### config.mk
export PLATFORM = sky130hd
export DESIGN_NAME = dcache_bus_arbiter_flat
export DESIGN_NICKNAME = d
export VERILOG_FILES = /design/src/rtl/dcache_bus_arbiter_pkg.sv /design/src/rtl/dcache_bus_arbiter_if.sv /design/src/rtl/dcache_bus_arbiter_rr_arbiter.sv /design/src/rtl/dcache_bus_arbiter.sv /design/src/flat_wrapper.sv
export SDC_FILE = /design/constraint.sdc
export NUM_CORES = 1
export LEC_CHECK = 0
export CAP_MARGIN = 20
export CELL_PAD_IN_SITES_DETAIL_PLACEMENT = 2
export CELL_PAD_IN_SITES_GLOBAL_PLACEMENT = 2
export CORE_AREA = 3 3 282 284
export CTS_CLUSTER_SIZE = 10
export DETAILED_ROUTE_END_ITERATION = 8
export DIE_AREA = 0 0 285 287
export PLACE_DENSITY = 0.63
export SKIP_LAST_GASP = 1
export SYNTH_ARGS = -nofsm -noshare
export SYNTH_HDL_FRONTEND = slang
export SYNTH_HIERARCHICAL = 1
export SYNTH_SLANG_ARGS = --single-unit
### constraint.sdc
create_clock -name clk -period 3.98 [get_ports clk]
set_clock_uncertainty 0.2 [all_clocks]
set_input_delay 0.597 -clock clk [delete_from_list [all_inputs] [get_ports clk]]
set_output_delay 0.597 -clock clk [all_outputs]
set_load 0.02 [all_outputs]
### src/rtl/dcache_bus_arbiter_pkg.sv
// Shared types and constants for the Dcache snooping bus controller.
package dcache_bus_arbiter_pkg;

  localparam int DCACHE_TAG_W        = 52;
  localparam int DCACHE_IDX_W        = 9;
  localparam int DCACHE_WORD_IN_BITS = 64;
  localparam int BUS_ADDR_W          = 64;

  // Coherence message carried between Dcache and the bus
  typedef enum logic [1:0] {
    NONE  = 2'd0,
    GET_S = 2'd1,
    GET_M = 2'd2,
    PUT_M = 2'd3
  } message_t;

  // Bus controller FSM; WB only exists in the snoop-writeback build
  typedef enum logic [2:0] {
    ST_IDLE     = 3'd0,
    ST_GRANT    = 3'd1,
    ST_SNOOP    = 3'd2,
    ST_MEM_REQ  = 3'd3,
    ST_MEM_WAIT = 3'd4,
`ifdef BUS_SNOOP_WB_EN
    ST_RSP      = 3'd5,
    ST_WB       = 3'd6
`else
    ST_RSP      = 3'd5
`endif
  } bus_state_t;

  // Memory byte address of a cache line: {tag, idx, 3'b000}
  function automatic logic [BUS_ADDR_W-1:0] line_addr(
    input logic [DCACHE_TAG_W-1:0] tag,
    input logic [DCACHE_IDX_W-1:0] idx
  );
    return {tag, idx, 3'b000};
  endfunction

endpackage

### src/rtl/dcache_bus_arbiter_if.sv
// Bundle of requester, snoop, response and memory signals of the bus controller.
// master = the bus controller, slave = the caches/memory side.
interface dcache_bus_arbiter_if #(
  parameter int NUM_CORE  = 2,
  parameter int CORE_ID_W = (NUM_CORE > 1) ? $clog2(NUM_CORE) : 1
);
  import dcache_bus_arbiter_pkg::*;

  logic [NUM_CORE-1:0]                          Dcache2bus_req_en_i;
  logic [NUM_CORE-1:0][DCACHE_TAG_W-1:0]        Dcache2bus_req_tag_i;
  logic [NUM_CORE-1:0][DCACHE_IDX_W-1:0]        Dcache2bus_req_idx_i;
  logic [NUM_CORE-1:0][DCACHE_WORD_IN_BITS-1:0] Dcache2bus_req_data_i;
  message_t                                     Dcache2bus_req_message_i [NUM_CORE];
  logic [NUM_CORE-1:0]                          bus2Dcache_req_ack_o;

  logic [CORE_ID_W-1:0]                         bus2Dcache_req_id_o;
  logic [DCACHE_TAG_W-1:0]                      bus2Dcache_req_tag_o;
  logic [DCACHE_IDX_W-1:0]                      bus2Dcache_req_idx_o;
  message_t                                     bus2Dcache_req_message_o;

  logic [NUM_CORE-1:0]                          Dcache2bus_rsp_vld_i;
  logic [NUM_CORE-1:0][DCACHE_WORD_IN_BITS-1:0] Dcache2bus_rsp_data_i;

  logic                                         bus2Dcache_rsp_vld_o;
  logic [CORE_ID_W-1:0]                         bus2Dcache_rsp_id_o;
  logic [DCACHE_WORD_IN_BITS-1:0]               bus2Dcache_rsp_data_o;
  logic [NUM_CORE-1:0]                          Dcache2bus_rsp_ack_i;

  logic                                         bus2mem_req_en_o;
  logic                                         bus2mem_req_wr_o;
  logic [63:0]                                  bus2mem_addr_o;
  logic [63:0]                                  bus2mem_data_o;
  logic                                         mem2bus_req_ack_i;
  logic                                         mem2bus_rsp_vld_i;
  logic [63:0]                                  mem2bus_rsp_data_i;

  modport master (
    input  Dcache2bus_req_en_i, Dcache2bus_req_tag_i, Dcache2bus_req_idx_i,
           Dcache2bus_req_data_i, Dcache2bus_req_message_i,
           Dcache2bus_rsp_vld_i, Dcache2bus_rsp_data_i, Dcache2bus_rsp_ack_i,
           mem2bus_req_ack_i, mem2bus_rsp_vld_i, mem2bus_rsp_data_i,
    output bus2Dcache_req_ack_o, bus2Dcache_req_id_o, bus2Dcache_req_tag_o,
           bus2Dcache_req_idx_o, bus2Dcache_req_message_o,
           bus2Dcache_rsp_vld_o, bus2Dcache_rsp_id_o, bus2Dcache_rsp_data_o,
           bus2mem_req_en_o, bus2mem_req_wr_o, bus2mem_addr_o, bus2mem_data_o
  );

  modport slave (
    output Dcache2bus_req_en_i, Dcache2bus_req_tag_i, Dcache2bus_req_idx_i,
           Dcache2bus_req_data_i, Dcache2bus_req_message_i,
           Dcache2bus_rsp_vld_i, Dcache2bus_rsp_data_i, Dcache2bus_rsp_ack_i,
           mem2bus_req_ack_i, mem2bus_rsp_vld_i, mem2bus_rsp_data_i,
    input  bus2Dcache_req_ack_o, bus2Dcache_req_id_o, bus2Dcache_req_tag_o,
           bus2Dcache_req_idx_o, bus2Dcache_req_message_o,
           bus2Dcache_rsp_vld_o, bus2Dcache_rsp_id_o, bus2Dcache_rsp_data_o,
           bus2mem_req_en_o, bus2mem_req_wr_o, bus2mem_addr_o, bus2mem_data_o
  );

endinterface

### src/rtl/dcache_bus_arbiter_rr_arbiter.sv
// Round-robin picker: first asserted request at or after the pointer wins.
module rr_arbiter #(
  parameter int NUM_CORE  = 2,
  parameter int CORE_ID_W = (NUM_CORE > 1) ? $clog2(NUM_CORE) : 1
) (
  input  logic [NUM_CORE-1:0]  i_req,
  input  logic [CORE_ID_W-1:0] i_ptr,
  output logic                 o_vld,
  output logic [CORE_ID_W-1:0] o_id
);

  int w_idx;

  // Scan from the farthest offset down so the nearest requester overrides
  always_comb begin
    o_vld = 1'b0;
    o_id  = '0;
    w_idx = 0;
    for (int off = NUM_CORE - 1; off >= 0; off--) begin
      w_idx = int'(i_ptr) + off;
      if (w_idx >= NUM_CORE) begin
        w_idx = w_idx - NUM_CORE;
      end else begin
        w_idx = w_idx;
      end
      if (i_req[w_idx]) begin
        o_vld = 1'b1;
        o_id  = CORE_ID_W'(w_idx);
      end else begin
        o_vld = o_vld;
      end
    end
  end

endmodule

### src/rtl/dcache_bus_arbiter.sv
// Snooping bus controller: grants one Dcache request at a time (round-robin),
// broadcasts it for snooping, sources data from an owner cache or memory and
// holds the response until the requester acks it.
// Optional feature macro: BUS_SNOOP_WB_EN (snoop-supplied GET_S data is also
// written back to memory before the response).
module dcache_bus_arbiter #(
  parameter int NUM_CORE  = 2,
  parameter int CORE_ID_W = (NUM_CORE > 1) ? $clog2(NUM_CORE) : 1
) (
  input logic                  clk,
  input logic                  rst,
  dcache_bus_arbiter_if.master bus
);
  import dcache_bus_arbiter_pkg::*;

  bus_state_t                     r_state, w_state_nxt;
  logic [CORE_ID_W-1:0]           r_rr_ptr, r_id, w_ptr_nxt, w_gnt_id;
  logic [DCACHE_TAG_W-1:0]        r_tag;
  logic [DCACHE_IDX_W-1:0]        r_idx;
  logic [DCACHE_WORD_IN_BITS-1:0] r_data, w_snp_data;
  message_t                       r_msg;
  logic                           w_gnt_vld, w_snp_vld;
  logic                           w_lat_req, w_lat_snoop, w_lat_mem, w_ptr_adv;

  logic [NUM_CORE-1:0]            w_req_ack;
  logic [CORE_ID_W-1:0]           w_bc_id, w_rsp_id;
  logic [DCACHE_TAG_W-1:0]        w_bc_tag;
  logic [DCACHE_IDX_W-1:0]        w_bc_idx;
  message_t                       w_bc_msg;
  logic                           w_rsp_vld, w_mem_en, w_mem_wr;
  logic [DCACHE_WORD_IN_BITS-1:0] w_rsp_data;
  logic [63:0]                    w_mem_addr, w_mem_data;

  rr_arbiter #(.NUM_CORE(NUM_CORE), .CORE_ID_W(CORE_ID_W)) u_rr_arbiter (
    .i_req (bus.Dcache2bus_req_en_i),
    .i_ptr (r_rr_ptr),
    .o_vld (w_gnt_vld),
    .o_id  (w_gnt_id)
  );

  assign w_ptr_nxt = (r_id == CORE_ID_W'(NUM_CORE - 1)) ? '0 : r_id + CORE_ID_W'(1);

  // Lowest-index snooper that is not the requester supplies the data
  always_comb begin
    w_snp_vld  = 1'b0;
    w_snp_data = '0;
    for (int i = NUM_CORE - 1; i >= 0; i--) begin
      if (bus.Dcache2bus_rsp_vld_i[i] && (CORE_ID_W'(i) != r_id)) begin
        w_snp_vld  = 1'b1;
        w_snp_data = bus.Dcache2bus_rsp_data_i[i];
      end else begin
        w_snp_vld  = w_snp_vld;
      end
    end
  end

  // FSM state register
  always_ff @(posedge clk or posedge rst) begin
    if (rst) begin
      r_state <= ST_IDLE;
    end else begin
      r_state <= w_state_nxt;
    end
  end

  // Capture the granted request, advance the pointer and latch response data
  always_ff @(posedge clk or posedge rst) begin
    if (rst) begin
      r_rr_ptr <= '0;
      r_id     <= '0;
      r_tag    <= '0;
      r_idx    <= '0;
      r_data   <= '0;
      r_msg    <= NONE;
    end else begin
      if (w_lat_req) begin
        r_id   <= w_gnt_id;
        r_tag  <= bus.Dcache2bus_req_tag_i[w_gnt_id];
        r_idx  <= bus.Dcache2bus_req_idx_i[w_gnt_id];
        r_data <= bus.Dcache2bus_req_data_i[w_gnt_id];
        r_msg  <= bus.Dcache2bus_req_message_i[w_gnt_id];
      end else if (w_lat_snoop) begin
        r_data <= w_snp_data;
      end else if (w_lat_mem) begin
        r_data <= bus.mem2bus_rsp_data_i;
      end
      if (w_ptr_adv) begin
        r_rr_ptr <= w_ptr_nxt;
      end
    end
  end

  // Next-state and output decode; every output idles at zero / NONE
  always_comb begin
    w_state_nxt = r_state;
    w_lat_req   = 1'b0;
    w_lat_snoop = 1'b0;
    w_lat_mem   = 1'b0;
    w_ptr_adv   = 1'b0;
    w_req_ack   = '0;
    w_bc_id     = '0;
    w_bc_tag    = '0;
    w_bc_idx    = '0;
    w_bc_msg    = NONE;
    w_rsp_vld   = 1'b0;
    w_rsp_id    = '0;
    w_rsp_data  = '0;
    w_mem_en    = 1'b0;
    w_mem_wr    = 1'b0;
    w_mem_addr  = '0;
    w_mem_data  = '0;
    case (r_state)
      ST_IDLE: begin
        if (w_gnt_vld) begin
          w_lat_req   = 1'b1;
          w_state_nxt = ST_GRANT;
        end else begin
          w_state_nxt = ST_IDLE;
        end
      end
      ST_GRANT: begin
        w_req_ack[r_id] = 1'b1;
        w_bc_id         = r_id;
        w_bc_tag        = r_tag;
        w_bc_idx        = r_idx;
        w_bc_msg        = r_msg;
        w_ptr_adv       = 1'b1;
        if (r_msg == PUT_M) begin
          w_state_nxt = ST_MEM_REQ;
        end else begin
          w_state_nxt = ST_SNOOP;
        end
      end
      ST_SNOOP: begin
        if (w_snp_vld) begin
          w_lat_snoop = 1'b1;
`ifdef BUS_SNOOP_WB_EN
          if (r_msg == GET_S) begin
            w_state_nxt = ST_WB;
          end else begin
            w_state_nxt = ST_RSP;
          end
`else
          w_state_nxt = ST_RSP;
`endif
        end else begin
          w_state_nxt = ST_MEM_REQ;
        end
      end
      ST_MEM_REQ: begin
        w_mem_en   = 1'b1;
        w_mem_wr   = (r_msg == PUT_M);
        w_mem_addr = line_addr(r_tag, r_idx);
        if (r_msg == PUT_M) begin
          w_mem_data = r_data;
        end else begin
          w_mem_data = '0;
        end
        if (bus.mem2bus_req_ack_i) begin
          if (r_msg == PUT_M) begin
            w_state_nxt = ST_IDLE;
          end else begin
            w_state_nxt = ST_MEM_WAIT;
          end
        end else begin
          w_state_nxt = ST_MEM_REQ;
        end
      end
      ST_MEM_WAIT: begin
        if (bus.mem2bus_rsp_vld_i) begin
          w_lat_mem   = 1'b1;
          w_state_nxt = ST_RSP;
        end else begin
          w_state_nxt = ST_MEM_WAIT;
        end
      end
      ST_RSP: begin
        w_rsp_vld  = 1'b1;
        w_rsp_id   = r_id;
        w_rsp_data = r_data;
        if (bus.Dcache2bus_rsp_ack_i[r_id]) begin
          w_state_nxt = ST_IDLE;
        end else begin
          w_state_nxt = ST_RSP;
        end
      end
`ifdef BUS_SNOOP_WB_EN
      ST_WB: begin
        w_mem_en   = 1'b1;
        w_mem_wr   = 1'b1;
        w_mem_addr = line_addr(r_tag, r_idx);
        w_mem_data = r_data;
        if (bus.mem2bus_req_ack_i) begin
          w_state_nxt = ST_RSP;
        end else begin
          w_state_nxt = ST_WB;
        end
      end
`endif
      default: begin
        w_state_nxt = ST_IDLE;
      end
    endcase
  end

  assign bus.bus2Dcache_req_ack_o     = w_req_ack;
  assign bus.bus2Dcache_req_id_o      = w_bc_id;
  assign bus.bus2Dcache_req_tag_o     = w_bc_tag;
  assign bus.bus2Dcache_req_idx_o     = w_bc_idx;
  assign bus.bus2Dcache_req_message_o = w_bc_msg;
  assign bus.bus2Dcache_rsp_vld_o     = w_rsp_vld;
  assign bus.bus2Dcache_rsp_id_o      = w_rsp_id;
  assign bus.bus2Dcache_rsp_data_o    = w_rsp_data;
  assign bus.bus2mem_req_en_o         = w_mem_en;
  assign bus.bus2mem_req_wr_o         = w_mem_wr;
  assign bus.bus2mem_addr_o           = w_mem_addr;
  assign bus.bus2mem_data_o           = w_mem_data;

endmodule

### src/flat_wrapper.sv
// flat-port wrapper written by rule: the top's interface ports become plain ports
module dcache_bus_arbiter_flat import dcache_bus_arbiter_pkg::*;
#(
  parameter int NUM_CORE  = 2,
  parameter int CORE_ID_W = (NUM_CORE > 1) ? $clog2(NUM_CORE) : 1
)
  (clk, rst, bus_Dcache2bus_req_en_i, bus_Dcache2bus_req_tag_i, bus_Dcache2bus_req_idx_i, bus_Dcache2bus_req_data_i, bus_Dcache2bus_req_message_i, bus_Dcache2bus_rsp_vld_i, bus_Dcache2bus_rsp_data_i, bus_Dcache2bus_rsp_ack_i, bus_mem2bus_req_ack_i, bus_mem2bus_rsp_vld_i, bus_mem2bus_rsp_data_i, bus_bus2Dcache_req_ack_o, bus_bus2Dcache_req_id_o, bus_bus2Dcache_req_tag_o, bus_bus2Dcache_req_idx_o, bus_bus2Dcache_req_message_o, bus_bus2Dcache_rsp_vld_o, bus_bus2Dcache_rsp_id_o, bus_bus2Dcache_rsp_data_o, bus_bus2mem_req_en_o, bus_bus2mem_req_wr_o, bus_bus2mem_addr_o, bus_bus2mem_data_o);
  dcache_bus_arbiter_if #(.NUM_CORE(NUM_CORE), .CORE_ID_W(CORE_ID_W)) bus_i ();
  input logic clk;
  input logic rst;
  input wire logic [$bits(bus_i.Dcache2bus_req_en_i)-1:0] bus_Dcache2bus_req_en_i;
  input wire logic [$bits(bus_i.Dcache2bus_req_tag_i)-1:0] bus_Dcache2bus_req_tag_i;
  input wire logic [$bits(bus_i.Dcache2bus_req_idx_i)-1:0] bus_Dcache2bus_req_idx_i;
  input wire logic [$bits(bus_i.Dcache2bus_req_data_i)-1:0] bus_Dcache2bus_req_data_i;
  input wire logic [$bits(bus_i.Dcache2bus_req_message_i)-1:0] bus_Dcache2bus_req_message_i;
  input wire logic [$bits(bus_i.Dcache2bus_rsp_vld_i)-1:0] bus_Dcache2bus_rsp_vld_i;
  input wire logic [$bits(bus_i.Dcache2bus_rsp_data_i)-1:0] bus_Dcache2bus_rsp_data_i;
  input wire logic [$bits(bus_i.Dcache2bus_rsp_ack_i)-1:0] bus_Dcache2bus_rsp_ack_i;
  input wire logic [$bits(bus_i.mem2bus_req_ack_i)-1:0] bus_mem2bus_req_ack_i;
  input wire logic [$bits(bus_i.mem2bus_rsp_vld_i)-1:0] bus_mem2bus_rsp_vld_i;
  input wire logic [$bits(bus_i.mem2bus_rsp_data_i)-1:0] bus_mem2bus_rsp_data_i;
  output wire logic [$bits(bus_i.bus2Dcache_req_ack_o)-1:0] bus_bus2Dcache_req_ack_o;
  output wire logic [$bits(bus_i.bus2Dcache_req_id_o)-1:0] bus_bus2Dcache_req_id_o;
  output wire logic [$bits(bus_i.bus2Dcache_req_tag_o)-1:0] bus_bus2Dcache_req_tag_o;
  output wire logic [$bits(bus_i.bus2Dcache_req_idx_o)-1:0] bus_bus2Dcache_req_idx_o;
  output wire logic [$bits(bus_i.bus2Dcache_req_message_o)-1:0] bus_bus2Dcache_req_message_o;
  output wire logic [$bits(bus_i.bus2Dcache_rsp_vld_o)-1:0] bus_bus2Dcache_rsp_vld_o;
  output wire logic [$bits(bus_i.bus2Dcache_rsp_id_o)-1:0] bus_bus2Dcache_rsp_id_o;
  output wire logic [$bits(bus_i.bus2Dcache_rsp_data_o)-1:0] bus_bus2Dcache_rsp_data_o;
  output wire logic [$bits(bus_i.bus2mem_req_en_o)-1:0] bus_bus2mem_req_en_o;
  output wire logic [$bits(bus_i.bus2mem_req_wr_o)-1:0] bus_bus2mem_req_wr_o;
  output wire logic [$bits(bus_i.bus2mem_addr_o)-1:0] bus_bus2mem_addr_o;
  output wire logic [$bits(bus_i.bus2mem_data_o)-1:0] bus_bus2mem_data_o;
  assign bus_i.Dcache2bus_req_en_i = bus_Dcache2bus_req_en_i;
  assign bus_i.Dcache2bus_req_tag_i = bus_Dcache2bus_req_tag_i;
  assign bus_i.Dcache2bus_req_idx_i = bus_Dcache2bus_req_idx_i;
  assign bus_i.Dcache2bus_req_data_i = bus_Dcache2bus_req_data_i;
  assign bus_i.Dcache2bus_req_message_i = {>>{bus_Dcache2bus_req_message_i}};
  assign bus_i.Dcache2bus_rsp_vld_i = bus_Dcache2bus_rsp_vld_i;
  assign bus_i.Dcache2bus_rsp_data_i = bus_Dcache2bus_rsp_data_i;
  assign bus_i.Dcache2bus_rsp_ack_i = bus_Dcache2bus_rsp_ack_i;
  assign bus_i.mem2bus_req_ack_i = bus_mem2bus_req_ack_i;
  assign bus_i.mem2bus_rsp_vld_i = bus_mem2bus_rsp_vld_i;
  assign bus_i.mem2bus_rsp_data_i = bus_mem2bus_rsp_data_i;
  assign bus_bus2Dcache_req_ack_o = bus_i.bus2Dcache_req_ack_o;
  assign bus_bus2Dcache_req_id_o = bus_i.bus2Dcache_req_id_o;
  assign bus_bus2Dcache_req_tag_o = bus_i.bus2Dcache_req_tag_o;
  assign bus_bus2Dcache_req_idx_o = bus_i.bus2Dcache_req_idx_o;
  assign bus_bus2Dcache_req_message_o = bus_i.bus2Dcache_req_message_o;
  assign bus_bus2Dcache_rsp_vld_o = bus_i.bus2Dcache_rsp_vld_o;
  assign bus_bus2Dcache_rsp_id_o = bus_i.bus2Dcache_rsp_id_o;
  assign bus_bus2Dcache_rsp_data_o = bus_i.bus2Dcache_rsp_data_o;
  assign bus_bus2mem_req_en_o = bus_i.bus2mem_req_en_o;
  assign bus_bus2mem_req_wr_o = bus_i.bus2mem_req_wr_o;
  assign bus_bus2mem_addr_o = bus_i.bus2mem_addr_o;
  assign bus_bus2mem_data_o = bus_i.bus2mem_data_o;
  dcache_bus_arbiter #(.NUM_CORE(NUM_CORE), .CORE_ID_W(CORE_ID_W)) u_core (.clk(clk), .rst(rst), .bus(bus_i));
endmodule
# After elaboration in Yosys (flattened, before gate mapping)
# Index checks and enable logic that the tools add are counted.
[totals] ff_bits=132 input_bits=456 out_inout_bits=262 elab_cells=93
[classes] n_addsub=4 n_lt_le_gt_ge=8 n_eq_ne=6 mux=61 n_bitwise=2 reduce_logical=5
[ops] op="$mux 64" n=11
[ops] op="$mux 52" n=3
[ops] op="$lt 32x3->1 const B" n=2
[ops] op="$mux 32" n=2
[ops] op="$ge 32x3->1 const B" n=1
[ops] op="$sub 32x3->32 const B" n=1
[ops] op="$mux 1" n=31
[ops] op="$mux 9" n=3
[ops] op="$pmux 3 s6" n=1
[ops] op="$mux 3" n=4
[ops] op="$mux 2" n=5
[ops] op="$eq 3x2->1 const B" n=2
[ops] op="$eq 3x3->1 const B" n=2
[ops] op="$lt 1x2->1 const B" n=2
[ops] op="$eq 3x1->1 const B" n=1
[ops] op="$logic_and 1x1->1" n=3
[ops] op="$logic_not 3->1" n=1
[ops] op="$reduce_bool 3->1" n=1
[ops] op="$sub 1x2->3 const B" n=1
[ops] op="$add 1x1->2 const B" n=1
[ops] op="$eq 2x2->1 const B" n=1
[ops] op="$ge 1x2->1 const B" n=1
[ops] op="$ge 2x2->1 const B" n=1
[ops] op="$not 1->2" n=1
[ops] op="4 further kinds" n=4

# Logic depth before layout (Yosys ltp)
# Gate-level depths: netlist of the first run.
[logic_depth] ltp_word=12 ltp_mapped=7 ltp_nobuf=5

# Modules after synthesis
# The synthesis of the first run kept the hierarchy.
[modules_own_cells] module="dcache_bus_arbiter" instances=1 cells_per_inst=1228 area_each_um2=10334.9 seq_area_each_um2=3303.2
[modules_own_cells] module="rr_arbiter" instances=1 cells_per_inst=3 area_each_um2=17.5 seq_area_each_um2=0.0

# Worst setup path before layout of the first run
# OpenSTA, ideal clock, no wires.
[synth_timing] kind="register to output" start="register u_core.r_state[1]" end="output port bus_bus2Dcache_rsp_data_o[52]" arrival_ns=1.747 required_ns=3.183 path_slack_ns=1.436 stages_incl_launch_ff=7 path_buffers=3 path_cell_list="dfrtp_1 -> buf_2 -> nand2b_1 -> clkbuf_1 -> nor2_1 -> clkbuf_1 -> and2_1"
[synth_via] elab_chain_cells=2
[synth_rtl] item="start, declared" line="dcache_bus_arbiter.sv:16" rtl="bus_state_t r_state, w_state_nxt;"
[synth_rtl] item="start signal, assigned" line="dcache_bus_arbiter.sv:62" rtl="r_state <= w_state_nxt;"
[synth_rtl] item="$eq 3x3->1" line="dcache_bus_arbiter.sv:112" rtl="case (r_state)"
[synth_rtl] item="$mux 64" line="dcache_bus_arbiter.sv:112"
[synth_rtl] item="end, declared" line="flat_wrapper.sv:29" rtl="output wire logic [$bits(bus_i.bus2Dcache_rsp_data_o)-1:0] bus_bus2Dcache_rsp_data_o;"
# No other way between the ends.

# Worst setup path in the final report of the first run
[layout_timing] start="register u_core.r_state[0]" end="output port bus_bus2mem_addr_o[10]"
[layout_via] elab_chain_cells=2
[layout_rtl] item="$eq 3x2->1" line="dcache_bus_arbiter.sv:112"
[layout_rtl] item="$mux 64" line="dcache_bus_arbiter.sv:112"
[layout_rtl] item="end, declared" line="flat_wrapper.sv:32" rtl="output wire logic [$bits(bus_i.bus2mem_addr_o)-1:0] bus_bus2mem_addr_o;"
# No other way between the ends.

==> impl_metrics.csv, run 1 <==
group,metric,value,unit
floorplan,die-area,0.0818,mm²
route,antenna_left,0,
route,post-route-drc-count,0,
finish,layout-area-overhead-vs-synth,87.0,%
critical_path,cp.buffers_inverters,3,
global_routing,grt_overflow,0,
finish,final_layout_size_suffix_gt1_share,8.63,%
critical_path,start_kind,"flop",
synth,synth_cell_type_count,50,
power_and_ir_drop,power.leakage,0.00709,µW
critical_path,critPathSlowestCell,"sky130_fd_sc_hd__clkdlybuf4s50_1",
critical_path,critPathRequiredTime,3180,ps
cts,cts_max_level,4,
route,drt_first_pass_iters,6,
place,finalWeightedCongestion,0.860,
synth,synth-warning-count,6,
synth,synth_seq_area_share,31.9,%
synth,synth_compound_gate_area_share,17.2,%
timing,grt_setup_unrepaired,"no",
cts,cts_post_setup_buffers_inserted,0,
critical_path,crit_path_cell_trace,"buf_4 -> and3b_2 -> buf_4 -> and2_1 -> clkdlybuf4s50_1",
synth,ys_ff_latch,132,
floorplan,floorplan.initialDensity,13.4,%
cts,clkSlewWorstSetupHoldPaths,70,ps
synth,asyncSetResetFlopFracSynth,100,%
timing,fmax,281,MHz
synth,post_synth_xor_area_fraction,0,%
critical_path,cp_delay_by_family_top,"buffers and inverters",
synth,synth_enable_flop_cells,0,
global_routing,grtUsageTotal,16.5,%
timing,postLayoutSetupSlackWorst,415,ps
status,status,"complete, no violations",
cts,tritoncts,"done",
place,detailedPlacementHpwl,54600,µm
floorplan,fp.dieW,285,µm
critical_path,cp_data_arrival_time,2770,ps
critical_path,critical_path_peak_fanout,63,
critical_path,max_stage_delay,640,ps
power_and_ir_drop,power-per-cell-area,516,mW/mm²
synth,synth_cells,1231,
route,post_drt_wl_per_cell,23.9,µm
synth,synth_simple_gate_area_share,30.9,%
synth,netlist_area,0.0104,mm²
synth,synth_top_family_by_area,"simple AND/OR/NAND/NOR gates",
place,placement.setup.worst_slack,621,ps
run,max_cap_viol_count,0,
floorplan,core_area,0.0773,mm²
min_path,hp-class,"flop to flop",
cts,cts_repair_resize_count,0,
timing,timing.final.crit_period,3560,ps
synth,synthFlopType,"sky130_fd_sc_hd__dfrtp_1",
global_routing,grt_start_max_net_pins,98,
timing,setup_viol,0,
cts,hold_buffers,0,
timing,maxSlewHeadroom,39.8,%
timing,maxSlewViolCount,0,
route,wl,69800,µm
cts,cts.path.max_buffers,2,
critical_path,setup.worst_path.end_class,"output pin",
critical_path,path_common_cell,"sky130_fd_sc_hd__buf_4",
global_routing,first_global_vias,14200,
floorplan,std_cell_rows,102,
route,viasPerCell,4.25,
timing,worst_pin_slew,902,ps
route,drt-initial-drc-count,419,
floorplan,floorplan.io_pins,718,
cts,insertion_delay,470,ps
synth,proportion_of_synthesized_area_in_mux_cells,13.3,%
critical_path,worst-setup-path-type,"flop to output pin",
timing,fin_crit_sh,89.6,%
cts,tritoncts_num_sinks,132,
synth,postSynthAreaPerCell,8.41,µm²
global_routing,antenna_found_initial,19,
route,vias,12400,
finish,design.final.nets,2321,
timing,hold_viol_final,0,
floorplan,die-height,287,µm
cts,ctsRootBufferMaster,"sky130_fd_sc_hd__clkbuf_16",
global_routing,grt_first_pass_wirelength,99900,µm
power_and_ir_drop,power.ir.vdd_worst,0.404,mV
timing,tns,0,ps
place,numPortBuffers,714,
cts,numCtsBuffers,17,
synth,synthAdderAreaFrac,0,%
-- logic make-up after synthesis --
group / count (synthesis)
AOI/OAI and AO/OA: 266
buffers and inverters: 163
DFF: 132
muxes: 129
other: 1
and+or+nand+nor: 540
-- sequential cells by signal, indices dropped and copies added, names as in the netlist --
| register | count |
|---|---|
| u_core/r_msg | 2 |
| u_core/r_tag | 52 |
| u_core/r_id | 1 |
| u_core/r_rr_ptr | 1 |
| u_core/r_state | 3 |
| u_core/r_idx | 9 |
| u_core/r_data | 64 |
-- per-layer routing --
metal  vias up  part of all wire [%]  global-route usage (%)
li1       5697                     -                       -
met1      6167                    40                    18.7
met2       487                    50                    29.8
met3        74                   7.2                    5.44
met4        16                   2.0                    4.55
met5         -                  0.16                       0
-- cell type report --
class / instances / area (µm²)
clock inverter: 15 / 136
clock buffer: 17 / 425
multi-input combinational: 938 / 6460
tap: 1040 / 1300
antenna: 7 / 17.5
timing repair buffer: 757 / 7640
fill: 8818 / 58000
inverter: 19 / 75.1
sequential: 132 / 3310
-- worst min-delay path, cell delays in order (launching register included) --
cell	delay (ps)
sky130_fd_sc_hd__dfrtp_1	350
sky130_fd_sc_hd__nand2_1	50
sky130_fd_sc_hd__o21ai_0	60
-- where the power goes --
part	total, µW	internal [µW]	switching (µW)
logic	5770	2490	3280
clock network	1620	823	794
registers	2610	2030	589
-- per-stage QoR --
step | utilization, % | hold slack [ps] | area (µm²) | cells | power [µW]
2_1_floorplan | - | 250 | 10400 | 1233 | 5530
3_3_place_gp | 24.3 | 264 | 18800 | 2885 | 8350
3_5_place_dp | 24.3 | 286 | 18800 | 2885 | 8550
4_1_cts | 25.0 | 300 | 19300 | 2917 | 10300
5_1_grt | 25.0 | 274 | 19400 | 2923 | 10800
6_report | 25.0 | 291 | 19400 | 2925 | 10000
-- cells in the mapped netlist (2+ instances only) --
cell                          n  area [µm²]
sky130_fd_sc_hd__a211oi_1    49         368
sky130_fd_sc_hd__a211o_1      2        17.5
sky130_fd_sc_hd__and3_1       3        18.8
sky130_fd_sc_hd__nand2_1    117         439
sky130_fd_sc_hd__nand3b_1    49         368
sky130_fd_sc_hd__o21ai_1      3        15.0
sky130_fd_sc_hd__buf_4        4        30.0
sky130_fd_sc_hd__buf_6        4        45.0
sky130_fd_sc_hd__and2_1     240        1500
sky130_fd_sc_hd__a22oi_1     14         105
sky130_fd_sc_hd__nor2_1       5        18.8
sky130_fd_sc_hd__nor2b_1      2        12.5
sky130_fd_sc_hd__nand3_1     49         245
sky130_fd_sc_hd__o21ai_0    108         541
sky130_fd_sc_hd__nor3_1      15        75.1
sky130_fd_sc_hd__nand4b_1    47         412
sky130_fd_sc_hd__buf_2       26         130
sky130_fd_sc_hd__dfrtp_1    132        3300
sky130_fd_sc_hd__inv_1       18        67.6
sky130_fd_sc_hd__buf_1        4        15.0
sky130_fd_sc_hd__o2111ai_1   47         412
sky130_fd_sc_hd__clkbuf_1   106         398
sky130_fd_sc_hd__a221oi_1    15         131
sky130_fd_sc_hd__mux2_2      65         732
sky130_fd_sc_hd__nor3b_1      2        15.0
sky130_fd_sc_hd__o22ai_1     15        93.8
sky130_fd_sc_hd__a2111oi_0    2        17.5
sky130_fd_sc_hd__mux2i_1     63         631
sky130_fd_sc_hd__a21oi_1      4        20.0
-- path summary, 6_finish.rpt --
path	start	endpoint	slack [ps]	depth (start not counted)
max in group asynchronous	rst	u_core/r_idx[5]$_DFFE_PP0P_	2500	4
worst min-delay path	u_core/r_tag[1]$_DFFE_PP0P_	u_core/r_tag[1]$_DFFE_PP0P_	290	2
worst min register to register	u_core/r_tag[1]$_DFFE_PP0P_	u_core/r_tag[1]$_DFFE_PP0P_	290	2
worst max register to register	u_core/r_state[2]$_DFF_PP0_	u_core/r_data[56]$_DFFE_PP0P_	1380	4
worst max-delay path	u_core/r_state[0]$_DFF_PP0_	bus_bus2mem_addr_o[10]	420	5
min in group asynchronous	rst	u_core/r_data[17]$_DFFE_PP0P_	310	2
-- cell usage in the layout, fill, tap and decap left out, types with 7 or more instances in the layout --
cell	n
sky130_fd_sc_hd__clkdlybuf4s50_1	709
sky130_fd_sc_hd__and2_1	240
sky130_fd_sc_hd__dfrtp_1	131
sky130_fd_sc_hd__nand2_1	117
sky130_fd_sc_hd__o21ai_0	108
sky130_fd_sc_hd__mux2_2	65
sky130_fd_sc_hd__mux2i_1	63
sky130_fd_sc_hd__nand3b_1	49
sky130_fd_sc_hd__nand3_1	49
sky130_fd_sc_hd__a211oi_1	48
sky130_fd_sc_hd__o2111ai_1	47
sky130_fd_sc_hd__nand4b_1	47
sky130_fd_sc_hd__buf_4	31
sky130_fd_sc_hd__clkbuf_16	17
sky130_fd_sc_hd__inv_1	17
sky130_fd_sc_hd__buf_12	15
sky130_fd_sc_hd__a221oi_1	15
sky130_fd_sc_hd__o22ai_1	15
sky130_fd_sc_hd__nor3_1	15
sky130_fd_sc_hd__a22oi_1	14
sky130_fd_sc_hd__diode_2	7
Note: power is estimated with default switching activity, not from simulation.
==> run 2, diff against run 1 <==
- CORE_AREA: 3 3 282 284 -> 3 3 281 283
- DIE_AREA: 0 0 285 287 -> 0 0 284 286
- PLACE_DENSITY: 0.63 -> 0.6
- SYNTH_HIERARCHICAL: 1 -> not set
==> run 2 against run 1 <==
Combinational power grew 24%. Flip-flop and latch count is the same. Critical path depth is the same. Power grew 16%. Fmax grew 1.8%. Sequential power grew 5%. First-iteration DRC count shrank 18%. Via count shrank 11%. Worst setup slack gained 64 ps. Largest cell class unchanged. Core utilization shrank 1.0 points. Synthesized cell count shrank 14%. Critical endpoint is now bus_bus2Dcache_req_ack_o[0]. Sequential share of layout area grew 0.83 points.
==> impl_metrics.csv, run 2 <==
group,metric,value,unit
critical_path,start_kind,"flop",
floorplan,fp.dieW,284,µm
timing,tns,0,ps
finish,final_cells,2761,
synth,synth_top_cell_area_share,34.3,%
route,drt_first_pass_iters,4,
cts,numCtsBuffers,17,
synth,synth_largest_area_cell,"sky130_fd_sc_hd__dfrtp_1",
floorplan,floorplan.io_pins,718,
timing,setup_viol,0,
cts,ctsRootBufferMaster,"sky130_fd_sc_hd__clkbuf_16",
route,wl,64900,µm
cts,cts_post_setup_buffers_inserted,0,
global_routing,grt_first_pass_wirelength,92400,µm
floorplan,std_cell_rows,102,
finish,design.final.nets,2155,
floorplan,die-height,286,µm
synth,synth-warning-count,0,
synth,synth.cells.most_frequent,"sky130_fd_sc_hd__dfrtp_1 (132), sky130_fd_sc_hd__nor2_1 (132), sky130_fd_sc_hd__and2_1 (130)",
cts,insertion_delay,470,ps
finish,layout.filler_cells,8723,
run,max_cap_viol_count,0,
timing,hold_viol_final,0,
finish,final_cell_mix,"sky130_fd_sc_hd__clkdlybuf4s50_1 (712), sky130_fd_sc_hd__nor2_1 (132), sky130_fd_sc_hd__dfrtp_1 (130), sky130_fd_sc_hd__and2_1 (129), sky130_fd_sc_hd__mux2i_1 (128)",
route,vias,11100,
power_and_ir_drop,power.leakage,0.00755,µW
cts,tritoncts,"done",
place,numPortBuffers,714,
global_routing,grt_overflow,0,
global_routing,antenna_found_initial,13,
critical_path,worst-setup-path-type,"flop to output pin",
route,viasPerCell,4.01,
floorplan,die-area,0.0812,mm²
global_routing,grt_start_max_net_pins,97,
power_and_ir_drop,power.ir.vdd_worst,0.297,mV
synth,asyncSetResetFlopFracSynth,100,%
finish,largestRegisters,"u_core.r_data (64), u_core.r_tag (52), u_core.r_idx (9)",
finish,most_common_cell_after_layout_fill_and_taps_aside,"sky130_fd_sc_hd__clkdlybuf4s50_1",
synth,synth.area.top_cells,"sky130_fd_sc_hd__dfrtp_1 (34%), sky130_fd_sc_hd__mux2i_1 (13%), sky130_fd_sc_hd__and2_1 (8.4%), sky130_fd_sc_hd__and3_1 (8.2%), sky130_fd_sc_hd__a211oi_2 (7.7%)",
synth,synth_enable_flop_cells,0,
place,detailedPlacementHpwl,50400,µm
timing,fmax,286,MHz
synth,synth_cells,1053,
critical_path,cp_data_arrival_time,2700,ps
place,placedCellCount,2720,
finish,layout-area-overhead-vs-synth,91.8,%
route,post_drt_wl_per_cell,23.5,µm
power_and_ir_drop,power-per-cell-area,628,mW/mm²
cts,hold_buffers,0,
timing,grt_setup_unrepaired,"no",
finish,largest_register_ff_count,64,
synth,ys_ff_latch,132,
timing,worst_pin_slew,880,ps
floorplan,core_area,0.0770,mm²
cts,cts_repair_resize_count,0,
floorplan,floorplan.initialDensity,12.5,%
cts,cts.path.max_buffers,2,
synth,synth_seq_area_share,34.3,%
synth,synthFlopType,"sky130_fd_sc_hd__dfrtp_1",
route,antenna_left,0,
global_routing,grtUsageTotal,15.5,%
timing,timing.final.crit_period,3500,ps
synth,netlist_area,0.00963,mm²
route,post-route-drc-count,0,
cts,cts_max_level,4,
route,drt-initial-drc-count,342,
timing,maxSlewHeadroom,41.3,%
critical_path,critical_path_peak_fanout,48,
timing,maxSlewViolCount,0,
critical_path,critPathRequiredTime,3180,ps
status,status,"complete, no violations",
critical_path,setup.worst_path.end_class,"output pin",
timing,fin_crit_sh,88.0,%
global_routing,first_global_vias,13000,
cts,tritoncts_num_sinks,132,
finish,final_layout_size_suffix_gt1_share,8.06,%
place,finalWeightedCongestion,0.874,
synth,synth_cell_type_count,41,
power_and_ir_drop,overall_power_of_the_completed_layout,11600,µW
cts,clkSlewWorstSetupHoldPaths,70,ps
synth,postSynthAreaPerCell,9.14,µm²
finish,top_register,"u_core.r_data",
min_path,hp-class,"primary input to async pin",
-- run 2: cell types whose count changed in the layout (fill, tap and decap cells not counted), sizes merged, moves of 48 or more --
cell	delta
nor2	+126
and3	+123
nand2	-112
and2	-110
o21ai	-110
mux2	-65
mux2i	+65
a22o	+64
a21oi	+60
nand3b	-49
o22ai	+49
nand3	-48
-- run 2: cells by family after synthesis --
kind of cell | count (synthesis) | share of synthesized area, %
mux | 129 | 13.5
simple gates | 410 | 23.2
compound gates | 262 | 22.1
flops | 132 | 34.3
other cells | 1 | 0.0390
buf+inv | 119 | 6.80
-- run 2: area by class of cell --
cell class	instances	area (µm²)	area share, %
repair buffers	741	7490	40.6
multi-input cells	804	5730	31.0
flip-flops and latches	132	3310	17.9
well taps	1040	1300	7.05
clock buffers	21	470	2.55
clock inverters	11	118	0.637
diodes	9	22.5	0.122
inverters	3	15.0	0.0813
-- run 2: critical path, cell delays in order, from the launching register on --
cell,delay [ps]
sky130_fd_sc_hd__dfrtp_1,460
sky130_fd_sc_hd__and2b_2,280
sky130_fd_sc_hd__buf_4,470
sky130_fd_sc_hd__nand2b_1,190
sky130_fd_sc_hd__nor2_1,170
sky130_fd_sc_hd__clkdlybuf4s50_1,640
-- run 2: path summary, 6_finish.rpt --
kind                                              start                             to  slack (ps)  cells after the start
max in group asynchronous                           rst    u_core.r_idx[8]$_DFFE_PP0P_        2610                      3
min in group clk           u_core.r_tag[43]$_DFFE_PP0P_   u_core.r_tag[43]$_DFFE_PP0P_         350                      2
hold reg to reg            u_core.r_tag[43]$_DFFE_PP0P_   u_core.r_tag[43]$_DFFE_PP0P_         350                      2
setup / recovery            u_core.r_state[1]$_DFF_PP0_    bus_bus2Dcache_req_ack_o[0]         480                      5
setup reg to reg                u_core.r_id$_DFFE_PP0P_  u_core.r_data[55]$_DFFE_PP0P_        1180                      5
hold / removal                                      rst  u_core.r_data[50]$_DFFE_PP0P_         220                      2
-- run 2: metal layers --
| layer | vias up | part of all wire [%] | track usage [%] |
|---|---|---|---|
| li1 | 5100 | - | - |
| met1 | 5476 | 39 | 16.6 |
| met2 | 424 | 53 | 28.8 |
| met3 | 62 | 6.8 | 5.16 |
| met4 | 6 | 1.8 | 4.10 |
| met5 | - | 0.063 | 0 |
-- run 2: through the flow --
step	setup slack, ps	hold WS [ps]	util (%)	instance area, µm²
after global placement	908	320	23.2	17800
after global routing	286	201	24.0	18400
final	479	222	24.0	18500
after floorplan	1430	252	-	9640
after CTS	360	174	24.0	18400
after detailed placement	828	337	23.2	17800
-- run 2: power breakdown --
part / switching, µW / total [µW] / internal [µW]
logic: 3960 / 7170 / 3210
clock network: 757 / 1680 / 925
registers: 693 / 2730 / 2040
total: 5410 / 11600 / 6170
==> run 3, diff against run 2 <==
- clock period: 3.98 -> 3.12 ns (I/O delays scaled with it)
==> run 3 against run 2 <==
The run now ends with negative setup slack left. Clock power is 25% higher. Final area rose by 2.1%. Critical path depth increased by 1. Wire length increased by 1.8%. Register-to-register slack worse by 720 ps. Count of clock-buffer cells in the layout down 3. Flip-flop and latch count did not move. Worst setup slack got worse by 480 ps.
==> impl_metrics.csv, run 3 (same netlist as run 2, synthesis figures left out) <==
group,metric,value,unit
status,status,"finished, violations left",
status,violations_in_the_final_reports,"negative setup slack",
critical_path,worst-setup-path-type,"flop to output pin",
global_routing,first_global_vias,12900,
cts,insertion_delay,470,ps
place,placement.setup.worst_slack,49.9,ps
route,wl,66000,µm
cts,tritoncts_num_sinks,132,
run,max_cap_viol_count,0,
critical_path,r2r-start,"u_core.r_id$_DFFE_PP0P_",
finish,largestRegisters,"u_core.r_data (64), u_core.r_tag (52), u_core.r_idx (9)",
cts,hold_buffers,0,
floorplan,die-height,286,µm
global_routing,antenna_found_initial,9,
min_path,min_delay_worst_endpoint,"u_core.r_tag[18]$_DFFE_PP0P_",
timing,fin_crit_sh,100,%
place,numPortBuffers,714,
critical_path,start_kind,"flop",
place,placed_area,0.0181,mm²
power_and_ir_drop,power.switching_fraction,47.0,%
power_and_ir_drop,share_comb_of_total_power,63.0,%
global_routing,grt_start_max_net_pins,91,
floorplan,std_cell_rows,102,
critical_path,critical_path_peak_fanout,26,
timing,timing.final.crit_period,3120,ps
critical_path,critPathSlowestCell,"sky130_fd_sc_hd__clkdlybuf4s50_1",
timing,fmax,320,MHz
critical_path,critPathRequiredTime,2450,ps
route,post_drt_wl_per_cell,23.7,µm
global_routing,grtUsageTotal,15.7,%
route,vias,11200,
timing,tns,-3.32,ps
power_and_ir_drop,fraction_of_power_consumed_by_the_clock_network,14.1,%
finish,final_layout_size_suffix_gt1_share,10.1,%
route,antenna_left,0,
floorplan,core_area,0.0770,mm²
floorplan,die-area,0.0812,mm²
min_path,worstHoldStart,"u_core.r_tag[18]$_DFFE_PP0P_",
critical_path,max_stage_delay,600,ps
timing,maxSlewViolCount,0,
cts,cts.path.max_buffers,2,
route,drt_first_pass_iters,5,
critical_path,timing.rr.end,"u_core.r_data[54]$_DFFE_PP0P_",
timing,maxSlewHeadroom,34.3,%
finish,fin_area,0.0189,mm²
route,viasPerCell,4.03,
cts,numCtsBuffers,17,
finish,design.final.nets,2187,
critical_path,crit_path_cell_trace,"nor2b_4 -> and2_1 -> nor2b_4 -> buf_12 -> and2_1 -> clkdlybuf4s50_1",
route,drt-initial-drc-count,338,
cts,cts_max_level,4,
route,post-route-drc-count,0,
timing,setup_viol,1,
min_path,min_delay_path_depth,2,
power_and_ir_drop,internal_power,7900,µW
floorplan,floorplan.initialDensity,12.5,%
critical_path,rr_worst_depth,5,
finish,final_cell_mix,"sky130_fd_sc_hd__clkdlybuf4s50_1 (584), sky130_fd_sc_hd__nor2_1 (131), sky130_fd_sc_hd__and2_1 (129), sky130_fd_sc_hd__dfrtp_1 (129), sky130_fd_sc_hd__mux2i_1 (128)",
min_path,hp-class,"flop to flop",
floorplan,fp.dieW,284,µm
critical_path,cp_data_arrival_time,2460,ps
finish,final_cells,2786,
timing,worst_pin_slew,985,ps
floorplan,floorplan.io_pins,718,
cts,tritoncts,"done",
place,detailedPlacementHpwl,51900,µm
timing,postLayoutSetupSlackWorst,-3.32,ps
global_routing,grt_first_pass_wirelength,93400,µm
place,finalWeightedCongestion,0.904,
power_and_ir_drop,power.leakage,0.00899,µW
cts,clkSlewWorstSetupHoldPaths,70,ps
critical_path,rrSetupSlack,460,ps
place,placedCellCount,2748,
power_and_ir_drop,seqPwrFrac,22.9,%
finish,most_common_cell_after_layout_fill_and_taps_aside,"sky130_fd_sc_hd__clkdlybuf4s50_1",
finish,layout-area-overhead-vs-synth,95.9,%
timing,grt_setup_unrepaired,"yes",
power_and_ir_drop,power-per-cell-area,791,mW/mm²
critical_path,setup.worst_path.end_class,"output pin",
finish,largest_register_ff_count,64,
power_and_ir_drop,power.ir.vdd_worst,0.491,mV
power_and_ir_drop,switchingPower,7010,µW
cts,ctsRootBufferMaster,"sky130_fd_sc_hd__clkbuf_16",
timing,hold_viol_final,0,
finish,top_register,"u_core.r_data",
global_routing,grt_overflow,0,
==> run 3: final cells by class <==
type,instances,area (µm²)
Antenna cell,2,5.00
Clock buffer,18,439
Clock inverter,14,143
Fill cell,8727,58100
Inverter,3,15.0
Multi-Input combinational cell,804,5730
Sequential cell,132,3310
Tap cell,1040,1300
Timing Repair Buffer,773,7910
==> run 3: per-stage QoR <==
step / power, µW / hold WS [ps] / utilization [%]
2_1_floorplan: 8390 / 252 / -
3_5_place_dp: 13200 / 330 / 23.5
3_3_place_gp: 12900 / 317 / 23.5
5_1_grt: 16000 / 368 / 24.5
4_1_cts: 15400 / 330 / 24.3
6_report: 14900 / 342 / 24.5
==> run 3: worst max path at each step <==
stage / startpoint / end / slack (ps) / depth (start not counted)
5_1_grt: u_core.r_state[2]$_DFF_PP0_ / bus_bus2mem_data_o[51] / -190 / 6
6_report: u_core.r_state[2]$_DFF_PP0_ / bus_bus2mem_data_o[51] / -3 / 6
2_1_floorplan: u_core.r_state[1]$_DFF_PP0_ / bus_bus2mem_data_o[54] / 690 / 6
3_5_place_dp: bus_Dcache2bus_rsp_vld_i[1] / u_core.r_data[54]$_DFFE_PP0P_ / 50 / 6
3_3_place_gp: bus_Dcache2bus_rsp_vld_i[1] / u_core.r_data[51]$_DFFE_PP0P_ / 140 / 6
4_1_cts: u_core.r_state[1]$_DFF_PP0_ / bus_bus2Dcache_req_tag_o[6] / -160 / 6
==> run 3: power by group through the flow <==
stage / registers [µW] / logic, µW / clock network, µW
after global placement: 3430 / 9470 / 0
after floorplan: 3000 / 5390 / 0
after detailed placement: 3470 / 9700 / 0
after global routing: 3540 / 10200 / 2310
final: 3410 / 9390 / 2100
after CTS: 3430 / 9700 / 2240
==> run 3: what timing repair did <==
| action | CTS | global route |
|---|---|---|
| endpoints found under the setup margin | 194 | 117 |
| gates resized for setup | 74 | 65 |
| cloned | 1 | 0 |
| setup buffers | 3 | 0 |
==> run 3: layer usage <==
layer | wire length [µm] | GRT usage [%] | share of wire (%)
met5 | 24 | 0 | 0.036
met4 | 1800 | 4.96 | 2.7
met3 | 4680 | 5.39 | 7.1
met2 | 34100 | 28.7 | 52
met1 | 25400 | 17.0 | 38
==> run 3: worst max-delay path, delay by kind of cell (launching register included) <==
| family | cells | cell delay (ps) |
|---|---|---|
| DFF | 1 | 490 |
| buffers and inverters | 2 | 780 |
| and+or+nand+nor | 4 | 680 |
